### config.mk
export PLATFORM = sky130hd
export DESIGN_NAME = fdtd_reg_burst_rd
export DESIGN_NICKNAME = d
export VERILOG_FILES = /design/src/rtl/fdtd_axi_pkg.sv /design/src/rtl/fdtd_burst_addr_gen.sv /design/src/rtl/fdtd_reg_burst_rd.sv
export SDC_FILE = /design/constraint.sdc
export NUM_CORES = 1
export LEC_CHECK = 0
export BUFFER_PORTS_ARGS = -buffer_cell sky130_fd_sc_hd__buf_2
export CAP_MARGIN = 5
export CORE_MARGIN = 4
export CORE_UTILIZATION = 39
export DETAILED_ROUTE_END_ITERATION = 7
export PLACE_DENSITY = 0.71
export SLEW_MARGIN = 0
export SYNTH_ARGS = -nofsm -noshare
export SYNTH_HDL_FRONTEND = slang
export SYNTH_SLANG_ARGS = --single-unit
### constraint.sdc
create_clock -name ACLK -period 5.5 [get_ports ACLK]
set_clock_uncertainty 0.1 [all_clocks]
set_input_delay 1.375 -clock ACLK [delete_from_list [all_inputs] [get_ports ACLK]]
set_output_delay 1.375 -clock ACLK [all_outputs]
set_load 0.01 [all_outputs]
### src/rtl/fdtd_axi_pkg.sv
// Shared AXI4 constants and read-FSM state type for the FDTD plugin register adapters.
package fdtd_axi_pkg;

    localparam logic [1:0] RESP_OKAY   = 2'b00;
    localparam logic [1:0] RESP_EXOKAY = 2'b01;
    localparam logic [1:0] RESP_SLVERR = 2'b10;
    localparam logic [1:0] RESP_DECERR = 2'b11;

    localparam logic [1:0] BURST_FIXED = 2'b00;
    localparam logic [1:0] BURST_INCR  = 2'b01;
    localparam logic [1:0] BURST_WRAP  = 2'b10;

    typedef enum logic [1:0] {
        IDLE  = 2'd0,
        FETCH = 2'd1,
        WAIT  = 2'd2,
        SEND  = 2'd3
    } rd_state_t;

    // A WRAP burst must cover a power-of-two window of 2..16 beats.
    function automatic logic wrap_len_ok(input logic [7:0] len);
        return (len == 8'd1) || (len == 8'd3) || (len == 8'd7) || (len == 8'd15);
    endfunction

endpackage

### src/rtl/fdtd_burst_addr_gen.sv
// Combinational next word address for one AXI4 burst beat (FIXED / INCR / WRAP).
module fdtd_burst_addr_gen
    import fdtd_axi_pkg::*;
#(
    parameter int WORD_ADDR_WIDTH = 4
)(
    input  logic [WORD_ADDR_WIDTH-1:0] addr,
    input  logic [1:0]                 burst,
    input  logic [7:0]                 len,
    output logic [WORD_ADDR_WIDTH-1:0] next_addr
);

    logic [WORD_ADDR_WIDTH-1:0] mask_s;
    logic [WORD_ADDR_WIDTH-1:0] incr_s;

    // For a legal WRAP, len is 2**k-1, so it doubles as the low-bit window mask.
    always_comb begin
        mask_s = WORD_ADDR_WIDTH'(len);
        incr_s = addr + WORD_ADDR_WIDTH'(1'b1);
        case (burst)
            BURST_FIXED: next_addr = addr;
            BURST_INCR:  next_addr = incr_s;
            BURST_WRAP:  next_addr = (addr & ~mask_s) | (incr_s & mask_s);
            default:     next_addr = addr;
        endcase
    end

endmodule

### src/rtl/fdtd_reg_burst_rd.sv
// AXI4 burst read slave in front of the FDTD word register file; fetches one
// register word per beat with a fixed read latency, one transaction in flight.
module fdtd_reg_burst_rd
    import fdtd_axi_pkg::*;
#(
    parameter int AXI4_ADDR_WIDTH = 32,
    parameter int AXI4_DATA_WIDTH = 32,
    parameter int AXI4_ID_WIDTH   = 16,
    parameter int AXI4_USER_WIDTH = 10,
    parameter int WORD_ADDR_WIDTH = 4,
    parameter int NUM_WORDS       = 16,
    parameter int RD_LATENCY      = 0
)(
    input  logic                       ACLK,
    input  logic                       ARESETn,
    input  logic [AXI4_ID_WIDTH-1:0]   ARID_i,
    input  logic [AXI4_ADDR_WIDTH-1:0] ARADDR_i,
    input  logic [7:0]                 ARLEN_i,
    input  logic [2:0]                 ARSIZE_i,
    input  logic [1:0]                 ARBURST_i,
    input  logic                       ARLOCK_i,
    input  logic [3:0]                 ARCACHE_i,
    input  logic [2:0]                 ARPROT_i,
    input  logic [3:0]                 ARREGION_i,
    input  logic [3:0]                 ARQOS_i,
    input  logic [AXI4_USER_WIDTH-1:0] ARUSER_i,
    input  logic                       ARVALID_i,
    output logic                       ARREADY_o,
    output logic [AXI4_ID_WIDTH-1:0]   RID_o,
    output logic [AXI4_DATA_WIDTH-1:0] RDATA_o,
    output logic [1:0]                 RRESP_o,
    output logic                       RLAST_o,
    output logic [AXI4_USER_WIDTH-1:0] RUSER_o,
    output logic                       RVALID_o,
    input  logic                       RREADY_i,
    output logic                       avalid_o,
    output logic [WORD_ADDR_WIDTH-1:0] word_addr_o,
    input  logic [AXI4_DATA_WIDTH-1:0] data_i
);

    localparam logic [2:0] SIZE_LEGAL = 3'($clog2(AXI4_DATA_WIDTH / 8));
    localparam logic [1:0] LAT_INIT   = 2'(RD_LATENCY);

    rd_state_t                  state_r;
    logic                       arready_r;
    logic                       rvalid_r;
    logic                       rlast_r;
    logic                       avalid_r;
    logic [AXI4_ID_WIDTH-1:0]   rid_r;
    logic [AXI4_DATA_WIDTH-1:0] rdata_r;
    logic [1:0]                 rresp_r;
    logic [WORD_ADDR_WIDTH-1:0] addr_r;
    logic [7:0]                 beats_r;
    logic [7:0]                 len_r;
    logic [1:0]                 burst_r;
    logic                       err_r;
    logic [1:0]                 lat_r;

    logic [WORD_ADDR_WIDTH-1:0] ar_addr_s;
    logic                       ar_err_s;
    logic [WORD_ADDR_WIDTH-1:0] next_addr_s;
    logic [1:0]                 beat_resp_s;
    logic [AXI4_DATA_WIDTH-1:0] beat_data_s;
    logic                       unused_s;

    function automatic logic is_mapped(input logic [WORD_ADDR_WIDTH-1:0] a);
        return 32'(a) < 32'(NUM_WORDS);
    endfunction

    assign ar_addr_s = ARADDR_i[WORD_ADDR_WIDTH+1:2];
    assign ar_err_s  = (ARBURST_i == 2'b11)
                     || ((ARBURST_i == BURST_WRAP) && !wrap_len_ok(ARLEN_i))
                     || (ARSIZE_i != SIZE_LEGAL);
    assign unused_s  = ^{ARLOCK_i, ARCACHE_i, ARPROT_i, ARREGION_i, ARQOS_i, ARUSER_i,
                         ARADDR_i[AXI4_ADDR_WIDTH-1:WORD_ADDR_WIDTH+2], ARADDR_i[1:0]};

    fdtd_burst_addr_gen #(
        .WORD_ADDR_WIDTH (WORD_ADDR_WIDTH)
    ) u_addr_gen (
        .addr      (addr_r),
        .burst     (burst_r),
        .len       (len_r),
        .next_addr (next_addr_s)
    );

    // Response for the beat currently addressed; errored beats never expose register data.
    always_comb begin
        if (err_r) begin
            beat_resp_s = RESP_SLVERR;
        end else if (is_mapped(addr_r)) begin
            beat_resp_s = RESP_OKAY;
        end else begin
            beat_resp_s = RESP_DECERR;
        end
        if (beat_resp_s == RESP_OKAY) begin
            beat_data_s = data_i;
        end else begin
            beat_data_s = {AXI4_DATA_WIDTH{1'b0}};
        end
    end

    // Read FSM: AR accept, register strobe, latency wait, R beat hold.
    always_ff @(posedge ACLK or negedge ARESETn) begin
        if (!ARESETn) begin
            state_r   <= IDLE;
            arready_r <= 1'b0;
            rvalid_r  <= 1'b0;
            rlast_r   <= 1'b0;
            avalid_r  <= 1'b0;
            rid_r     <= {AXI4_ID_WIDTH{1'b0}};
            rdata_r   <= {AXI4_DATA_WIDTH{1'b0}};
            rresp_r   <= RESP_OKAY;
            addr_r    <= {WORD_ADDR_WIDTH{1'b0}};
            beats_r   <= 8'd0;
            len_r     <= 8'd0;
            burst_r   <= BURST_FIXED;
            err_r     <= 1'b0;
            lat_r     <= 2'd0;
        end else begin
            case (state_r)
                IDLE: begin
                    if (ARVALID_i && arready_r) begin
                        arready_r <= 1'b0;
                        rid_r     <= ARID_i;
                        len_r     <= ARLEN_i;
                        beats_r   <= ARLEN_i;
                        burst_r   <= ARBURST_i;
                        err_r     <= ar_err_s;
                        addr_r    <= ar_addr_s;
                        avalid_r  <= !ar_err_s && is_mapped(ar_addr_s);
                        state_r   <= FETCH;
                    end else begin
                        arready_r <= 1'b1;
                    end
                end
                FETCH: begin
                    avalid_r <= 1'b0;
                    if (LAT_INIT == 2'd0) begin
                        rvalid_r <= 1'b1;
                        rlast_r  <= (beats_r == 8'd0);
                        rresp_r  <= beat_resp_s;
                        rdata_r  <= beat_data_s;
                        state_r  <= SEND;
                    end else begin
                        lat_r   <= LAT_INIT;
                        state_r <= WAIT;
                    end
                end
                WAIT: begin
                    if (lat_r == 2'd1) begin
                        rvalid_r <= 1'b1;
                        rlast_r  <= (beats_r == 8'd0);
                        rresp_r  <= beat_resp_s;
                        rdata_r  <= beat_data_s;
                        state_r  <= SEND;
                    end else begin
                        lat_r <= lat_r - 2'd1;
                    end
                end
                SEND: begin
                    if (RREADY_i) begin
                        rvalid_r <= 1'b0;
                        rlast_r  <= 1'b0;
                        if (beats_r != 8'd0) begin
                            beats_r  <= beats_r - 8'd1;
                            addr_r   <= next_addr_s;
                            avalid_r <= !err_r && is_mapped(next_addr_s);
                            state_r  <= FETCH;
                        end else begin
                            arready_r <= 1'b1;
                            state_r   <= IDLE;
                        end
                    end else begin
                        rvalid_r <= 1'b1;
                    end
                end
                default: begin
                    state_r <= IDLE;
                end
            endcase
        end
    end

    assign ARREADY_o   = arready_r;
    assign RID_o       = rid_r;
    assign RDATA_o     = rdata_r;
    assign RRESP_o     = rresp_r;
    assign RLAST_o     = rlast_r;
    assign RUSER_o     = {AXI4_USER_WIDTH{1'b0}};
    assign RVALID_o    = rvalid_r;
    assign avalid_o    = avalid_r;
    assign word_addr_o = addr_r;

endmodule

== Word-level counts from Yosys, hierarchy flattened ==
Index checks and enable logic that the tools add are counted.

* Output and inout port bits: 68
* Bits in registers: 77
* Word-level logic and storage cells: 103
* Input port bits: 123

* Reductions and logical operators: 28
* Eq/ne operators: 19
* Bitwise logic cells: 5
* Multiplexer cells: 34
* Add/subtract/negate cells: 3

{| class="wikitable"
|+ Operator list
! operator !! count
|-
| 2-to-1 mux 32 bit || 2
|-
| case mux 32 bit (2 select lines) || 1
|-
| 2-to-1 mux 8 bit || 3
|-
| case mux 4 bit (2 select lines) || 2
|-
| case mux 8 bit (2 select lines) || 1
|-
| 2-to-1 mux 4 bit || 3
|-
| 2-to-1 mux 1 bit || 11
|-
| == test 2 bit (second input constant) || 5
|-
| 2-to-1 mux 2 bit || 5
|-
| != test 2 bit (second input constant) || 5
|-
| case mux 1 bit (3 select lines) || 3
|-
| AND reduction 3 bit || 3
|-
| AND 4 bit || 2
|-
| == test 8 x 1 -> 1 bit (second input constant) || 1
|-
| == test 8 x 2 -> 1 bit (second input constant) || 1
|-
| == test 8 x 3 -> 1 bit (second input constant) || 1
|-
| == test 8 x 4 -> 1 bit (second input constant) || 1
|-
| logical NOT 8 bit || 1
|-
| case mux 2 bit (4 select lines) || 1
|-
| AND reduction 2 bit || 4
|-
| AND reduction 4 bit || 2
|-
| nonzero test 8 bit || 1
|-
| subtractor 8 x 1 -> 8 bit (second input constant) || 1
|-
| == test 2 x 1 -> 1 bit (second input constant) || 3
|-
| other kinds (16) || 26
|}

== Longest topological paths before layout ==
Gate-level depths: netlist of the first run.

* Word-level depth: 11
* Depth in mapped cells: 8
* Gate-level depth less buffers: 7

== Hierarchy ==
A second synthesis of the first run with hierarchy kept.

* Cell total of the unflattened synthesis: 378
* Area total of the unflattened synthesis: 3948.8 um2

{| class="wikitable"
|+ By module, submodules not included
! module !! instances !! cells each !! seq. area each (um2) !! area each (um2)
|-
| fdtd_reg_burst_rd || 1 || 351 || 2001.9 || 3771.1
|-
| fdtd_burst_addr_gen || 1 || 27 || 0.0 || 177.7
|}

== Worst setup path before layout of the first run ==
No wires, ideal clock.

* Kind: input -> register
* Start: input port ARVALID_i
* End: register (tool-made name)
* Path buffers: 0
* Setup slack: 2.955 ns
* Arrival time: 2.320 ns
* Library setup time: 0.125 ns
* Data required time: 5.275 ns
* Stages: 5
* Path through: a21boi_1 -> nor3_4 -> nand2_2 -> a31oi_2 -> mux2_4

{| class="wikitable"
|+ RTL lines
! what !! RTL line !! text
|-
| start: declaration || fdtd_reg_burst_rd.sv:27 || <nowiki>input logic ARVALID_i,</nowiki>
|}

==> results of run 1 <==
[critical path, cell delays in order]
cell,delay [ns]
buf_2,0.12
nor2b_1,0.09
nor3_4,0.60
nand2_2,0.22
a31oi_2,0.25
mux2_4,0.32
[flip-flops by register name, summed over array words and instances (netlist names), named ones only]
name and flops:
ARREADY_o 1, RDATA_o 32, RID_o 16, RLAST_o 1, RRESP_o 1, RVALID_o 1, avalid_o 1, beats_r 8
burst_r 2, err_r 1, lat_r 2, len_r 4, state_r 2, word_addr_o 1
[power by group through the flow]
stage	combinational, mW	sequential, mW	clock [mW]
4_1_cts	1.30	1.05	0.463
3_5_place_dp	1.30	1.06	0
5_1_grt	1.45	1.10	0.486
2_1_floorplan	0.799	1.11	0
6_report	1.29	1.05	0.447
3_3_place_gp	1.26	1.05	0
[worst paths after layout]
check,from,to,slack (ns),cells after the start
min in group asynchronous,ARESETn,burst_r[0],1.04,1
worst max register to register,state_r[0],flip-flop,2.97,6
worst min-delay path,RDATA_o[12],RDATA_o[12],0.38,2
worst min register to register,RDATA_o[12],RDATA_o[12],0.38,2
max in group asynchronous,ARESETn,len_r[3],3.57,1
worst max-delay path,RREADY_i,flip-flop,2.66,6
[metrics by stage]
stage	std cells	cell area, um^2	hold WS (ns)	utilization [%]	power, mW
5_1_grt	617	4600	0.403	49.8	3.04
3_3_place_gp	601	4390	0.359	47.6	2.30
4_1_cts	617	4600	0.387	49.8	2.82
2_1_floorplan	372	3720	0.353	-	1.91
6_report	617	4600	0.382	49.8	2.78
3_5_place_dp	601	4390	0.366	47.6	2.36
[cells in the final DEF, fill, tap and decap left out, types with 2 or more instances in the layout]
cell / n
conb_1: 11
nand3b_1: 2
nor2_1: 16
nand4_1: 2
a21oi_1: 11
ha_1: 9
buf_2: 124
mux2_2: 24
inv_6: 2
o22ai_1: 3
nor3_4: 2
buf_4: 3
o21ai_1: 2
nand3_1: 7
a211oi_1: 2
clkinvlp_4: 2
inv_1: 10
mux2i_1: 3
dfrtp_1: 76
nand2b_1: 35
nand2_1: 51
and2_1: 2
a41oi_1: 2
clkbuf_8: 10
nor2b_1: 3
o21ai_0: 46
or3_1: 2
[cells by family (layout without fill, tap and decap cells)]
| family | Yosys count | in the layout | share of synthesized area [%] |
|---|---|---|---|
| simple gates | 132 | 132 | 19.0 |
| compound gates | 77 | 77 | 12.2 |
| flops | 76 | 76 | 51.6 |
| buf+inv | 37 | 153 | 5.02 |
| mux | 29 | 29 | 8.82 |
| fa+ha+maj | 9 | 9 | 3.05 |
| other cells | 1 | 11 | 0.102 |
| xor+xnor | 1 | 1 | 0.238 |
[routing by layer]
metal / wire length [um] / track usage, % / vias to the layer above / part of all wire (%)
met5: 0 / 0 / - / 0
met4: 159 / 6.09 / 0 / 1.8
met3: 719 / 4.78 / 18 / 8.2
met2: 3980 / 25.5 / 125 / 46
met1: 3870 / 21.1 / 1409 / 44
li1: - / - / 1460 / -
[final cells by class]
type | count | area (um^2) | share of cell area [%]
clock buffer | 10 | 138 | 2.99
multi-input combinational | 259 | 1650 | 35.9
clock inverter | 6 | 71.3 | 1.55
sequential | 76 | 1900 | 41.3
tap | 129 | 161 | 3.51
timing repair buffer | 127 | 643 | 14.0
inverter | 10 | 37.5 | 0.815
==> flow_summary.html, run 1 <==
<table>
<tr><th>Metric</th><th>Value</th></tr>
<tr><th colspan="2">Outcome</th></tr>
<tr><td>Status</td><td>finished, final reports clean</td></tr>
<tr><th colspan="2">STA</th></tr>
<tr><td>Highest clock rate</td><td>352 MHz</td></tr>
<tr><td>Worst-Margin Slew</td><td>1.18 ns</td></tr>
<tr><td>Post-layout min period</td><td>2.84 ns</td></tr>
<tr><td>Worst slew margin relative to its limit</td><td>20.8%</td></tr>
<tr><td>Max-slew violation count</td><td>0</td></tr>
<tr><td>Post-route setup TNS</td><td>0 ns</td></tr>
<tr><td>Setup repair after global routing missed its margin</td><td>false</td></tr>
<tr><td>Min setup slack post-route</td><td>2.66 ns</td></tr>
<tr><td>Number of endpoints failing setup at the final stage</td><td>0</td></tr>
<tr><td>Share of the cycle needed by the critical path after routing</td><td>51.7%</td></tr>
<tr><td>Final Hold Viols</td><td>0</td></tr>
<tr><th colspan="2">Logic synthesis</th></tr>
<tr><td>Per-instance average area after synthesis</td><td>10.2 um^2</td></tr>
<tr><td>Yosys warning total</td><td>0</td></tr>
<tr><td>Fraction of synthesis flops using an asynchronous set or reset pin</td><td>100%</td></tr>
<tr><td>Cell count after synthesis</td><td>362</td></tr>
<tr><td>Share of the yosys chip area belonging to registers</td><td>51.6%</td></tr>
<tr><td>Mapped cell area</td><td>3690 um^2</td></tr>
<tr><td>EDFF count, synth</td><td>0</td></tr>
<tr><td>Flip-flop and latch count after synthesis</td><td>76</td></tr>
<tr><td>Most frequently used cell type in the post-synthesis netlist</td><td>dfrtp_1</td></tr>
<tr><td>Commonest register cell after synthesis</td><td>dfrtp_1</td></tr>
<tr><td>Number of distinct library cell variants in the gate-level netlist after synthesis</td><td>49</td></tr>
<tr><td>Main area contributors after synthesis</td><td>dfrtp_1 (52%), mux2_2 (7.3%), o21ai_0 (6.2%)</td></tr>
<tr><td>Area share of the largest cell type after synthesis</td><td>51.6%</td></tr>
<tr><td>Post-synthesis cell type with the largest combined area</td><td>dfrtp_1</td></tr>
<tr><td>Post-synth top cells</td><td>dfrtp_1 (76), nand2_1 (51), o21ai_0 (46)</td></tr>
<tr><th colspan="2">Power and ir drop</th></tr>
<tr><td>Leakage power</td><td>2.22 nW</td></tr>
<tr><td>Cell internal power dissipation</td><td>1.63 mW</td></tr>
<tr><td>IR drop worst, VDD</td><td>296 uV</td></tr>
<tr><td>Clock network power share</td><td>16.1%</td></tr>
<tr><td>Sequential Power Share</td><td>37.8%</td></tr>
<tr><td>Net Switching</td><td>1.15 mW</td></tr>
<tr><td>PD cells</td><td>605 nW/um^2</td></tr>
<tr><td>Part of the power in combinational logic</td><td>46.2%</td></tr>
<tr><td>Switching portion of total power</td><td>41.4%</td></tr>
<tr><th colspan="2">Global routing</th></tr>
<tr><td>Total GRT Usage</td><td>16.2%</td></tr>
<tr><td>Global-route wire length before repair</td><td>14,600 um</td></tr>
<tr><td>Initial antenna violation count</td><td>0</td></tr>
<tr><td>Largest net degree at the start of global routing</td><td>77</td></tr>
<tr><td>Vias in the first global route</td><td>3,040</td></tr>
<tr><td>Sum of overflow across all layers after global routing</td><td>0</td></tr>
<tr><th colspan="2">Detailed routing</th></tr>
<tr><td>Mean routed wirelength per cell</td><td>14.1 um</td></tr>
<tr><td>Iteration-0 DRC Markers</td><td>123</td></tr>
<tr><td>Number of antenna-violating nets in the routed design</td><td>0</td></tr>
<tr><td>Vias per inst</td><td>4.88</td></tr>
<tr><td>Number of iterations in the first detailed-routing pass</td><td>5</td></tr>
<tr><td>Via total after detailed routing</td><td>3,012</td></tr>
<tr><td>Detailed-route DRC error count</td><td>0</td></tr>
<tr><td>Routed wire length</td><td>8730 um</td></tr>
<tr><th colspan="2">Floorplanning</th></tr>
<tr><td>I/O pin count</td><td>191</td></tr>
<tr><td>Vert. Die Dim</td><td>105 um</td></tr>
<tr><td>Die span in x</td><td>105 um</td></tr>
<tr><td>Number of rows in the core area</td><td>35</td></tr>
<tr><td>Initial Utilization</td><td>39.9%</td></tr>
<tr><td>Area enclosed by the die boundary</td><td>11,100 um^2</td></tr>
<tr><td>Total core area</td><td>9240 um^2</td></tr>
<tr><th colspan="2">CTS</th></tr>
<tr><td>CTS buffer count</td><td>9</td></tr>
<tr><td>CTS tree</td><td>done</td></tr>
<tr><td>Number of buffers inserted by post-CTS setup repair</td><td>0</td></tr>
<tr><td>Clock root buffer</td><td>clkbuf_8</td></tr>
<tr><td>Maximum buffer depth of the clock tree</td><td>2</td></tr>
<tr><td>Clock-pin slew of the registers on the worst-case setup and hold paths</td><td>0.08 ns</td></tr>
<tr><td>CTS Sinks</td><td>76</td></tr>
<tr><td>Number of levels the H-tree was split into</td><td>3</td></tr>
<tr><td>Number of buffers inserted by hold repair at cts</td><td>0</td></tr>
<tr><td>Clock Latency Late Sink</td><td>0.35 ns</td></tr>
<tr><td>Post-cts gate resize count</td><td>0</td></tr>
<tr><th colspan="2">Placement</th></tr>
<tr><td>Number of input and output port buffers inserted</td><td>125</td></tr>
<tr><td>Post-detailed-placement half-perimeter wirelength</td><td>6150 um</td></tr>
<tr><td>Global placement routability congestion</td><td>0.821</td></tr>
<tr><td>Minimum setup slack after placement</td><td>2.30 ns</td></tr>
<tr><th colspan="2">Flow run</th></tr>
<tr><td>Count of maximum capacitance violations</td><td>0</td></tr>
<tr><th colspan="2">Worst setup path</th></tr>
<tr><td>WP data arrival</td><td>2.98 ns</td></tr>
<tr><td>Kind of start point of the critical path</td><td>input port</td></tr>
<tr><td>Endpoint class of the critical path</td><td>flip-flop</td></tr>
<tr><td>Data required, critical path</td><td>5.64 ns</td></tr>
<tr><td>Maximum fanout count along the critical path</td><td>18</td></tr>
<tr><td>Category of the most critical setup path</td><td>input port to flip-flop</td></tr>
<tr><th colspan="2">Finish</th></tr>
<tr><td>Antenna diode count</td><td>0</td></tr>
<tr><td>Post-layout net count</td><td>615</td></tr>
<tr><td>Relative area change from synthesis to final layout</td><td>24.8%</td></tr>
<tr><td>Fillers</td><td>887</td></tr>
<tr><td>Fraction of layout instances using a drive strength above 1</td><td>36.3%</td></tr>
<tr><th colspan="2">Min path</th></tr>
<tr><td>Type of the tightest min-delay check</td><td>flip-flop to flip-flop</td></tr>
</table>
(Power assumes the default switching activity.)
==> inputs of run 2 (changes only) <==
==> constraint.sdc (replaced) <==
create_clock -name ACLK -period 2.9 [get_ports ACLK]
set_clock_uncertainty 0.1 [all_clocks]
set_input_delay 0.725 -clock ACLK [delete_from_list [all_inputs] [get_ports ACLK]]
set_output_delay 0.725 -clock ACLK [all_outputs]
set_load 0.01 [all_outputs]
==> run 2 against run 1 <==
Die area unchanged. Register-to-register slack got worse by 2.2 ns. Global-route usage decreased by 0.27 points. Worst setup slack worse by 1.9 ns. Highest routed layer unchanged.
==> flow_summary.html, run 2 (same netlist as run 1, synthesis figures left out) <==
<table>
<tr><th>Metric</th><th>Value</th></tr>
<tr><th colspan="2">Finish</th></tr>
<tr><td>Most common cell after layout, fill and taps aside</td><td>buf_2</td></tr>
<tr><td>Post-layout net count</td><td>620 (+0.81%)</td></tr>
<tr><td>Number of flip-flops in the largest register</td><td>32 (unchanged)</td></tr>
<tr><td>Relative area change from synthesis to final layout</td><td>26.2%</td></tr>
<tr><td>Antenna diode count</td><td>0 (unchanged)</td></tr>
<tr><td>Top library cells by usage in the layout, fill and taps aside</td><td>buf_2 (124), dfrtp_1 (76), nand2_1 (51), o21ai_0 (46), nand2b_1 (35)</td></tr>
<tr><td>Fillers</td><td>895 (+0.90%)</td></tr>
<tr><td>Area occupied by registers</td><td>1900 um^2 (unchanged)</td></tr>
<tr><td>Multi-input logic area</td><td>1650 um^2 (unchanged)</td></tr>
<tr><td>Fraction of layout instances using a drive strength above 1</td><td>36.9% (+0.65 points)</td></tr>
<tr><th colspan="2">Worst setup path</th></tr>
<tr><td>Worst flop-to-flop path startpoint</td><td>state_r[0]</td></tr>
<tr><td>Kind of start point of the critical path</td><td>flip-flop</td></tr>
<tr><td>Depth of the most critical reg-to-reg path</td><td>7 (+1)</td></tr>
<tr><td>Endpoint class of the critical path</td><td>flip-flop</td></tr>
<tr><td>Category of the most critical setup path</td><td>flip-flop to flip-flop</td></tr>
<tr><td>WP data arrival</td><td>2.29 ns (-0.69 ns)</td></tr>
<tr><td>Worst setup path start</td><td>state_r[0]</td></tr>
<tr><td>Maximum fanout count along the critical path</td><td>9 (-9)</td></tr>
<tr><td>Setup slack of the most critical reg-to-reg path</td><td>0.74 ns (-2.23 ns)</td></tr>
<tr><td>Data required, critical path</td><td>3.04 ns (-2.60 ns)</td></tr>
<tr><th colspan="2">Power and ir drop</th></tr>
<tr><td>Clock network power share</td><td>15.7% (-0.4 points)</td></tr>
<tr><td>Switching portion of total power</td><td>41.0% (-0.35 points)</td></tr>
<tr><td>Cell internal power dissipation</td><td>3.14 mW (+92%)</td></tr>
<tr><td>Part of the power in combinational logic</td><td>46.8% (+0.6 points)</td></tr>
<tr><td>Sequential Power Share</td><td>37.5% (-0.3 points)</td></tr>
<tr><td>Final total power</td><td>5.33 mW (+91%)</td></tr>
<tr><td>PD cells</td><td>1150 nW/um^2 (+89%)</td></tr>
<tr><td>IR drop worst, VDD</td><td>507 uV (+72%)</td></tr>
<tr><td>Net Switching</td><td>2.19 mW (+90%)</td></tr>
<tr><td>Leakage power</td><td>2.25 nW (+1.1%)</td></tr>
<tr><th colspan="2">CTS</th></tr>
<tr><td>Number of levels the H-tree was split into</td><td>3 (unchanged)</td></tr>
<tr><td>Maximum buffer depth of the clock tree</td><td>2 (unchanged)</td></tr>
<tr><td>Number of buffers inserted by post-CTS setup repair</td><td>0 (unchanged)</td></tr>
<tr><td>CTS Sinks</td><td>76 (unchanged)</td></tr>
<tr><td>Clock root buffer</td><td>clkbuf_8</td></tr>
<tr><td>Clock Latency Late Sink</td><td>0.34 ns (about the same)</td></tr>
<tr><td>CTS tree</td><td>done</td></tr>
<tr><td>CTS buffer count</td><td>9 (unchanged)</td></tr>
<tr><td>Clock-pin slew of the registers on the worst-case setup and hold paths</td><td>0.08 ns (about the same)</td></tr>
<tr><td>Post-cts gate resize count</td><td>0 (unchanged)</td></tr>
<tr><td>Number of buffers inserted by hold repair at cts</td><td>0 (unchanged)</td></tr>
<tr><th colspan="2">STA</th></tr>
<tr><td>Worst slew margin relative to its limit</td><td>41.9% (+21 points)</td></tr>
<tr><td>Max-slew violation count</td><td>0 (unchanged)</td></tr>
<tr><td>Worst-Margin Slew</td><td>0.872 ns (-0.313 ns)</td></tr>
<tr><td>Number of endpoints failing setup at the final stage</td><td>0 (unchanged)</td></tr>
<tr><td>Highest clock rate</td><td>463 MHz</td></tr>
<tr><td>Worst hold slack after final layout</td><td>0.279 ns (-0.103 ns)</td></tr>
<tr><td>Post-layout min period</td><td>2.16 ns</td></tr>
<tr><td>Setup repair after global routing missed its margin</td><td>false</td></tr>
<tr><td>Min setup slack post-route</td><td>0.742 ns (-1.91 ns)</td></tr>
<tr><td>Post-route setup TNS</td><td>0 ns (unchanged)</td></tr>
<tr><td>Share of the cycle needed by the critical path after routing</td><td>74.4%</td></tr>
<tr><td>Final Hold Viols</td><td>0 (unchanged)</td></tr>
<tr><th colspan="2">Floorplanning</th></tr>
<tr><td>Area enclosed by the die boundary</td><td>11,100 um^2 (unchanged)</td></tr>
<tr><td>Number of rows in the core area</td><td>35 (unchanged)</td></tr>
<tr><td>Vert. Die Dim</td><td>105 um (unchanged)</td></tr>
<tr><td>Die span in x</td><td>105 um (unchanged)</td></tr>
<tr><td>Total core area</td><td>9240 um^2 (unchanged)</td></tr>
<tr><td>Initial Utilization</td><td>39.9% (unchanged)</td></tr>
<tr><td>I/O pin count</td><td>191 (unchanged)</td></tr>
<tr><th colspan="2">Placement</th></tr>
<tr><td>Post-detailed-placement half-perimeter wirelength</td><td>6360 um (+3.4%)</td></tr>
<tr><td>Minimum setup slack after placement</td><td>0.709 ns (-1.59 ns)</td></tr>
<tr><td>Number of input and output port buffers inserted</td><td>125 (unchanged)</td></tr>
<tr><td>Global placement routability congestion</td><td>0.830 (+1.2%)</td></tr>
<tr><th colspan="2">Detailed routing</th></tr>
<tr><td>Number of iterations in the first detailed-routing pass</td><td>4 (-1)</td></tr>
<tr><td>Detailed-route DRC error count</td><td>0 (unchanged)</td></tr>
<tr><td>Routed wire length</td><td>8690 um (-0.46%)</td></tr>
<tr><td>Iteration-0 DRC Markers</td><td>79 (-36%)</td></tr>
<tr><td>Via total after detailed routing</td><td>2,956 (-1.9%)</td></tr>
<tr><td>Number of antenna-violating nets in the routed design</td><td>0 (unchanged)</td></tr>
<tr><td>Mean routed wirelength per cell</td><td>14.0 um (-1.3%)</td></tr>
<tr><td>Vias per inst</td><td>4.75 (-2.6%)</td></tr>
<tr><th colspan="2">Min path</th></tr>
<tr><td>Type of the tightest min-delay check</td><td>input port to asynchronous set/reset pin</td></tr>
<tr><th colspan="2">Global routing</th></tr>
<tr><td>Initial antenna violation count</td><td>0 (unchanged)</td></tr>
<tr><td>Total GRT Usage</td><td>15.9% (-0.27 points)</td></tr>
<tr><td>Global-route wire length before repair</td><td>14,400 um (-1.7%)</td></tr>
<tr><td>Sum of overflow across all layers after global routing</td><td>0 (unchanged)</td></tr>
<tr><td>Largest net degree at the start of global routing</td><td>43 (-44%)</td></tr>
<tr><td>Vias in the first global route</td><td>3,021 (-0.63%)</td></tr>
<tr><th colspan="2">Outcome</th></tr>
<tr><td>Status</td><td>finished, final reports clean</td></tr>
<tr><th colspan="2">Flow run</th></tr>
<tr><td>Count of maximum capacitance violations</td><td>0 (unchanged)</td></tr>
</table>
run 2: changes by cell type in the layout (fill, tap and decap cells not counted):
cell	delta
buf_12	+1
clkinv_4	-1
clkinvlp_4	+1
buf_4	+4
run 2: per-stage QoR:
| step | area [um^2] | cells | util, % |
|---|---|---|---|
| floorplan | 3720 | 372 | - |
| global placement | 4440 | 606 | 48.1 |
| detailed placement | 4440 | 606 | 48.1 |
| CTS | 4650 | 622 | 50.3 |
| global route | 4650 | 622 | 50.3 |
| finish | 4650 | 622 | 50.3 |
run 2: how the worst min path moves through the flow:
stage / start / endpoint / slack (ns) / depth (start not counted)
finish: ARESETn / beats_r[6] / 0.28 / 1
global route: ARESETn / RID_o[10] / 0.30 / 1
CTS: ARESETn / RID_o[12] / 0.28 / 1
detailed placement: RDATA_o[30] / RDATA_o[30] / 0.37 / 2
global placement: RDATA_o[24] / RDATA_o[24] / 0.36 / 2
floorplan: ARESETn / ARREADY_o / 0.33 / 0
run 2: power by group through the flow:
stage	Combinational (mW)	Sequential (mW)	Clock, mW
6_report	2.50	2.00	0.835
5_1_grt	2.80	2.08	0.918
4_1_cts	2.53	2.00	0.873
3_5_place_dp	2.53	2.01	0
3_3_place_gp	2.44	1.98	0
2_1_floorplan	1.51	2.10	0
run 2: critical path, cell delays in order, from the launching register on:
cell     delay, ns
dfrtp_1       0.40
inv_1         0.10
ha_1          0.38
nor3_4        0.22
buf_4         0.20
nand2_2       0.13
a31oi_2       0.20
mux2_4        0.31
run 2: layout make-up:
class | instances | area share [%]
Sequential cell | 76 | 40.9
Multi-Input combinational cell | 259 | 35.5
Timing Repair Buffer | 132 | 14.9
Tap cell | 129 | 3.47
Clock buffer | 10 | 2.96
Clock inverter | 6 | 1.51
Inverter | 10 | 0.807
run 2: per-layer routing:
layer | global-route usage (%) | vias to the layer above | part of all wire [%]
met5 | 0 | - | 0
met3 | 4.16 | 16 | 8.2
met2 | 24.5 | 112 | 46
li1 | - | 1468 | -
met4 | 6.56 | 0 | 2.0
met1 | 21.3 | 1360 | 44
==> inputs of run 3 (changes only) <==
--- a/config.mk
+++ b/config.mk
@@ -5,12 +5,13 @@
 export SDC_FILE = /design/constraint.sdc
 export NUM_CORES = 1
 export LEC_CHECK = 0
+export ABC_AREA = 1
 export BUFFER_PORTS_ARGS = -buffer_cell sky130_fd_sc_hd__buf_2
 export CAP_MARGIN = 5
 export CORE_MARGIN = 4
 export CORE_UTILIZATION = 39
 export DETAILED_ROUTE_END_ITERATION = 7
-export PLACE_DENSITY = 0.71
+export PLACE_DENSITY = 0.74
 export SLEW_MARGIN = 0
 export SYNTH_ARGS = -nofsm -noshare
 export SYNTH_HDL_FRONTEND = slang
==> constraint.sdc (replaced) <==
create_clock -name ACLK -period 1.95 [get_ports ACLK]
set_clock_uncertainty 0.1 [all_clocks]
set_input_delay 0.4875 -clock ACLK [delete_from_list [all_inputs] [get_ports ACLK]]
set_output_delay 0.4875 -clock ACLK [all_outputs]
set_load 0.01 [all_outputs]
==> run 3 against run 2 <==
Largest power group unchanged. Cell count rose by 1.8%. Utilization is 0.98 points higher. Wire length shrank 1.5%. Combinational power up 41%. Via count grew 3.7%. Clock-buffer cell count fell by 1. Design area fell by 2.4%. Worst setup slack got worse by 0.54 ns. Power increased by 40%. Highest routed layer unchanged. Register-to-register slack got worse by 0.54 ns. Critical path type unchanged.
==> flow_summary.html, run 3 <==
<table>
<tr><th>Metric</th><th>Value</th></tr>
<tr><th colspan="2">Outcome</th></tr>
<tr><td>Status</td><td>finished, final reports clean</td></tr>
<tr><th colspan="2">Finish</th></tr>
<tr><td>Most common cell after layout, fill and taps aside</td><td>buf_2</td></tr>
<tr><td>Top library cells by usage in the layout, fill and taps aside</td><td>buf_2 (124), nand2_1 (108), dfrtp_1 (76), a22o_1 (32), inv_1 (31)</td></tr>
<tr><td>Fraction of layout instances using a drive strength above 1</td><td>31.4% (-5.5 points)</td></tr>
<tr><td>Final standard cell utilization of the core</td><td>51.3% (+0.98 points)</td></tr>
<tr><td>Relative area change from synthesis to final layout</td><td>26.0% (about the same)</td></tr>
<tr><td>Number of flip-flops in the largest register</td><td>32 (unchanged)</td></tr>
<tr><td>Fillers</td><td>838 (-6.4%)</td></tr>
<tr><td>Antenna diode count</td><td>0 (unchanged)</td></tr>
<tr><td>Post-layout net count</td><td>653 (+5.3%)</td></tr>
<tr><td>Finished layout cell area</td><td>4540 um^2 (-2.4%)</td></tr>
<tr><th colspan="2">Placement</th></tr>
<tr><td>Global placement routability congestion</td><td>0.829 (-0.12%)</td></tr>
<tr><td>DP Area</td><td>4320 um^2 (-2.9%)</td></tr>
<tr><td>Post-detailed-placement half-perimeter wirelength</td><td>6460 um (+1.7%)</td></tr>
<tr><td>Minimum setup slack after placement</td><td>0.0735 ns (-0.635 ns)</td></tr>
<tr><td>Number of input and output port buffers inserted</td><td>125 (unchanged)</td></tr>
<tr><th colspan="2">Min path</th></tr>
<tr><td>Worst Hold Launch</td><td>ARID_i[1]</td></tr>
<tr><td>Type of the tightest min-delay check</td><td>input port to flip-flop</td></tr>
<tr><th colspan="2">STA</th></tr>
<tr><td>Highest clock rate</td><td>572 MHz (+23%)</td></tr>
<tr><td>Final Hold Viols</td><td>0 (unchanged)</td></tr>
<tr><td>Max-slew violation count</td><td>0 (unchanged)</td></tr>
<tr><td>Post-route setup TNS</td><td>0 ns (unchanged)</td></tr>
<tr><td>Min setup slack post-route</td><td>0.201 ns (-0.541 ns)</td></tr>
<tr><td>Share of the cycle needed by the critical path after routing</td><td>89.7% (+15 points)</td></tr>
<tr><td>Post-layout min period</td><td>1.75 ns (-0.409 ns)</td></tr>
<tr><td>Number of endpoints failing setup at the final stage</td><td>0 (unchanged)</td></tr>
<tr><td>Setup repair after global routing missed its margin</td><td>false</td></tr>
<tr><th colspan="2">Logic synthesis</th></tr>
<tr><td>Post-synth top cells</td><td>nand2_1 (108), dfrtp_1 (76), a22o_1 (32)</td></tr>
<tr><td>Fraction of synthesized area in multiplexers</td><td>0% (-8.8 points)</td></tr>
<tr><td>Adder-cell area share of the yosys netlist</td><td>3.13% (+0.071 points)</td></tr>
<tr><td>Number of distinct library cell variants in the gate-level netlist after synthesis</td><td>34 (-31%)</td></tr>
<tr><td>Most frequently used cell type in the post-synthesis netlist</td><td>nand2_1</td></tr>
<tr><td>EDFF count, synth</td><td>0 (unchanged)</td></tr>
<tr><td>Post-synthesis cell type with the largest combined area</td><td>dfrtp_1</td></tr>
<tr><td>Yosys warning total</td><td>0 (unchanged)</td></tr>
<tr><td>Compound-Gate Fraction of Synth Area</td><td>14.5% (+2.3 points)</td></tr>
<tr><td>Largest family of logic cells by synthesized area</td><td>simple AND/OR/NAND/NOR gates</td></tr>
<tr><td>Flip-flop and latch count after synthesis</td><td>76 (unchanged)</td></tr>
<tr><td>Mapped cell area</td><td>3600 um^2 (-2.3%)</td></tr>
<tr><td>Xor/xnor share of the synthesized area</td><td>1.22% (+0.98 points)</td></tr>
<tr><td>Per-instance average area after synthesis</td><td>9.19 um^2 (-9.8%)</td></tr>
<tr><td>Share of the yosys chip area belonging to registers</td><td>52.8% (+1.2 points)</td></tr>
<tr><td>Commonest register cell after synthesis</td><td>dfrtp_1</td></tr>
<tr><td>Post-Synth Simple-Gate Area</td><td>19.5% (+0.51 points)</td></tr>
<tr><td>Main area contributors after synthesis</td><td>dfrtp_1 (53%), nand2_1 (11%), a22o_1 (7.8%)</td></tr>
<tr><td>Area share of the largest cell type after synthesis</td><td>52.8% (+1.2 points)</td></tr>
<tr><td>Cell count after synthesis</td><td>392 (+8.3%)</td></tr>
<tr><td>Fraction of synthesis flops using an asynchronous set or reset pin</td><td>100% (unchanged)</td></tr>
<tr><th colspan="2">Global routing</th></tr>
<tr><td>Global-route wire length before repair</td><td>14,100 um (-2.3%)</td></tr>
<tr><td>Sum of overflow across all layers after global routing</td><td>0 (unchanged)</td></tr>
<tr><td>Initial antenna violation count</td><td>0 (unchanged)</td></tr>
<tr><td>Largest net degree at the start of global routing</td><td>37 (-14%)</td></tr>
<tr><td>Total GRT Usage</td><td>15.7% (-0.22 points)</td></tr>
<tr><td>Vias in the first global route</td><td>3,062 (+1.4%)</td></tr>
<tr><th colspan="2">CTS</th></tr>
<tr><td>Clock-pin slew of the registers on the worst-case setup and hold paths</td><td>0.09 ns (about the same)</td></tr>
<tr><td>CTS tree</td><td>done</td></tr>
<tr><td>Clock Latency Late Sink</td><td>0.34 ns (about the same)</td></tr>
<tr><td>Number of buffers inserted by post-CTS setup repair</td><td>0 (unchanged)</td></tr>
<tr><td>Maximum buffer depth of the clock tree</td><td>2 (unchanged)</td></tr>
<tr><td>Number of levels the H-tree was split into</td><td>3 (unchanged)</td></tr>
<tr><td>CTS buffer count</td><td>9 (unchanged)</td></tr>
<tr><td>Clock root buffer</td><td>clkbuf_8</td></tr>
<tr><td>CTS Sinks</td><td>76 (unchanged)</td></tr>
<tr><th colspan="2">Worst setup path</th></tr>
<tr><td>Maximum fanout count along the critical path</td><td>33 (+24)</td></tr>
<tr><td>Worst flop-to-flop path startpoint</td><td>state_r[0]</td></tr>
<tr><td>Endpoint class of the critical path</td><td>flip-flop</td></tr>
<tr><td>Data required, critical path</td><td>2.07 ns (-0.97 ns)</td></tr>
<tr><td>Category of the most critical setup path</td><td>flip-flop to flip-flop</td></tr>
<tr><td>WP data arrival</td><td>1.87 ns (-0.42 ns)</td></tr>
<tr><td>Worst setup path start</td><td>state_r[0]</td></tr>
<tr><td>Kind of start point of the critical path</td><td>flip-flop</td></tr>
<tr><th colspan="2">Power and ir drop</th></tr>
<tr><td>PD cells</td><td>1640 nW/um^2 (+43%)</td></tr>
<tr><td>Leakage power</td><td>2.51 nW (+12%)</td></tr>
<tr><td>IR drop worst, VDD</td><td>592 uV (+17%)</td></tr>
<tr><th colspan="2">Detailed routing</th></tr>
<tr><td>Via total after detailed routing</td><td>3,066 (+3.7%)</td></tr>
<tr><td>Routed wire length</td><td>8560 um (-1.5%)</td></tr>
<tr><td>Number of iterations in the first detailed-routing pass</td><td>4 (unchanged)</td></tr>
<tr><td>Number of antenna-violating nets in the routed design</td><td>0 (unchanged)</td></tr>
<tr><td>Iteration-0 DRC Markers</td><td>102 (+29%)</td></tr>
<tr><td>Vias per inst</td><td>4.84 (+1.9%)</td></tr>
<tr><td>Detailed-route DRC error count</td><td>0 (unchanged)</td></tr>
<tr><td>Mean routed wirelength per cell</td><td>13.5 um (-3.2%)</td></tr>
<tr><th colspan="2">Floorplanning</th></tr>
<tr><td>Area enclosed by the die boundary</td><td>10,800 um^2 (-2.1%)</td></tr>
<tr><td>Vert. Die Dim</td><td>104 um (-1.1%)</td></tr>
<tr><td>Number of rows in the core area</td><td>34 (-2.9%)</td></tr>
<tr><td>Die span in x</td><td>104 um (-1.1%)</td></tr>
<tr><td>Initial Utilization</td><td>40.7% (+0.82 points)</td></tr>
<tr><td>I/O pin count</td><td>191 (unchanged)</td></tr>
<tr><td>Total core area</td><td>8850 um^2 (-4.2%)</td></tr>
<tr><th colspan="2">Flow run</th></tr>
<tr><td>Count of maximum capacitance violations</td><td>0 (unchanged)</td></tr>
</table>
## run 3: timing repair
action	4_1_cts	5_1_grt
endpoints found under the hold margin	23	0
resized for setup	0	2
hold buffers	1	0
endpoints found under the setup margin	0	33
## run 3: stage by stage
stage	cells	hold slack [ns]	power [mW]
5_1_grt	633	0.224	8.09
3_5_place_dp	617	0.325	6.20
2_1_floorplan	402	0.0919	5.11
3_3_place_gp	617	0.315	6.04
6_report	633	0.231	7.44
4_1_cts	633	0.210	7.52
## run 3: routing by layer
layer	share of wire (%)	vias up	track usage, %
met5	0	-	0
met4	1.2	0	5.60
met3	6.9	11	3.85
met2	49	108	27.1
met1	43	1436	19.1
li1	-	1511	-
## run 3: critical path, stage by stage, from the launching register on
cell	delay (ns)
dfrtp_1	0.40
inv_1	0.13
ha_1	0.21
inv_2	0.06
nor2_4	0.16
nor2_2	0.09
nand2_1	0.08
inv_2	0.04
buf_12	0.15
a22o_1	0.20
## run 3: cell families after synthesis
logic type	after synthesis
flops	76
buf+inv	64
xor+xnor	5
fa+ha+maj	9
compound gates	75
other cells	1
simple gates	162
## run 3: area by class of cell
cell class / count / area [um^2] / share of cell area [%]
clock buffer: 9 / 124 / 2.73
clock inverter: 6 / 90.1 / 1.98
inverter: 39 / 151 / 3.33
multi-input combinational: 262 / 1420 / 31.3
sequential: 76 / 1900 / 41.9
tap: 108 / 135 / 2.98
timing repair buffer: 133 / 716 / 15.8
## run 3: path summary, 6_finish.rpt
kind                          endpoint  slack, ns  depth (start not counted)
min reg2reg                  RID_o[14]       0.38                          2
min in group asynchronous     RID_o[8]       0.49                          2
max                        RDATA_o[25]       0.20                          9
max in group asynchronous  RDATA_o[25]       0.70                          3
min                           RID_o[1]       0.23                          3
max reg2reg                RDATA_o[25]       0.20                          9
## run 3: power breakdown
part	total [mW]	internal (mW)	leakage (nW)	switching, mW
sequential	2.63	2.23	0.961	0.398
clock	1.29	0.716	0.105	0.578
combinational	3.52	1.39	1.45	2.13
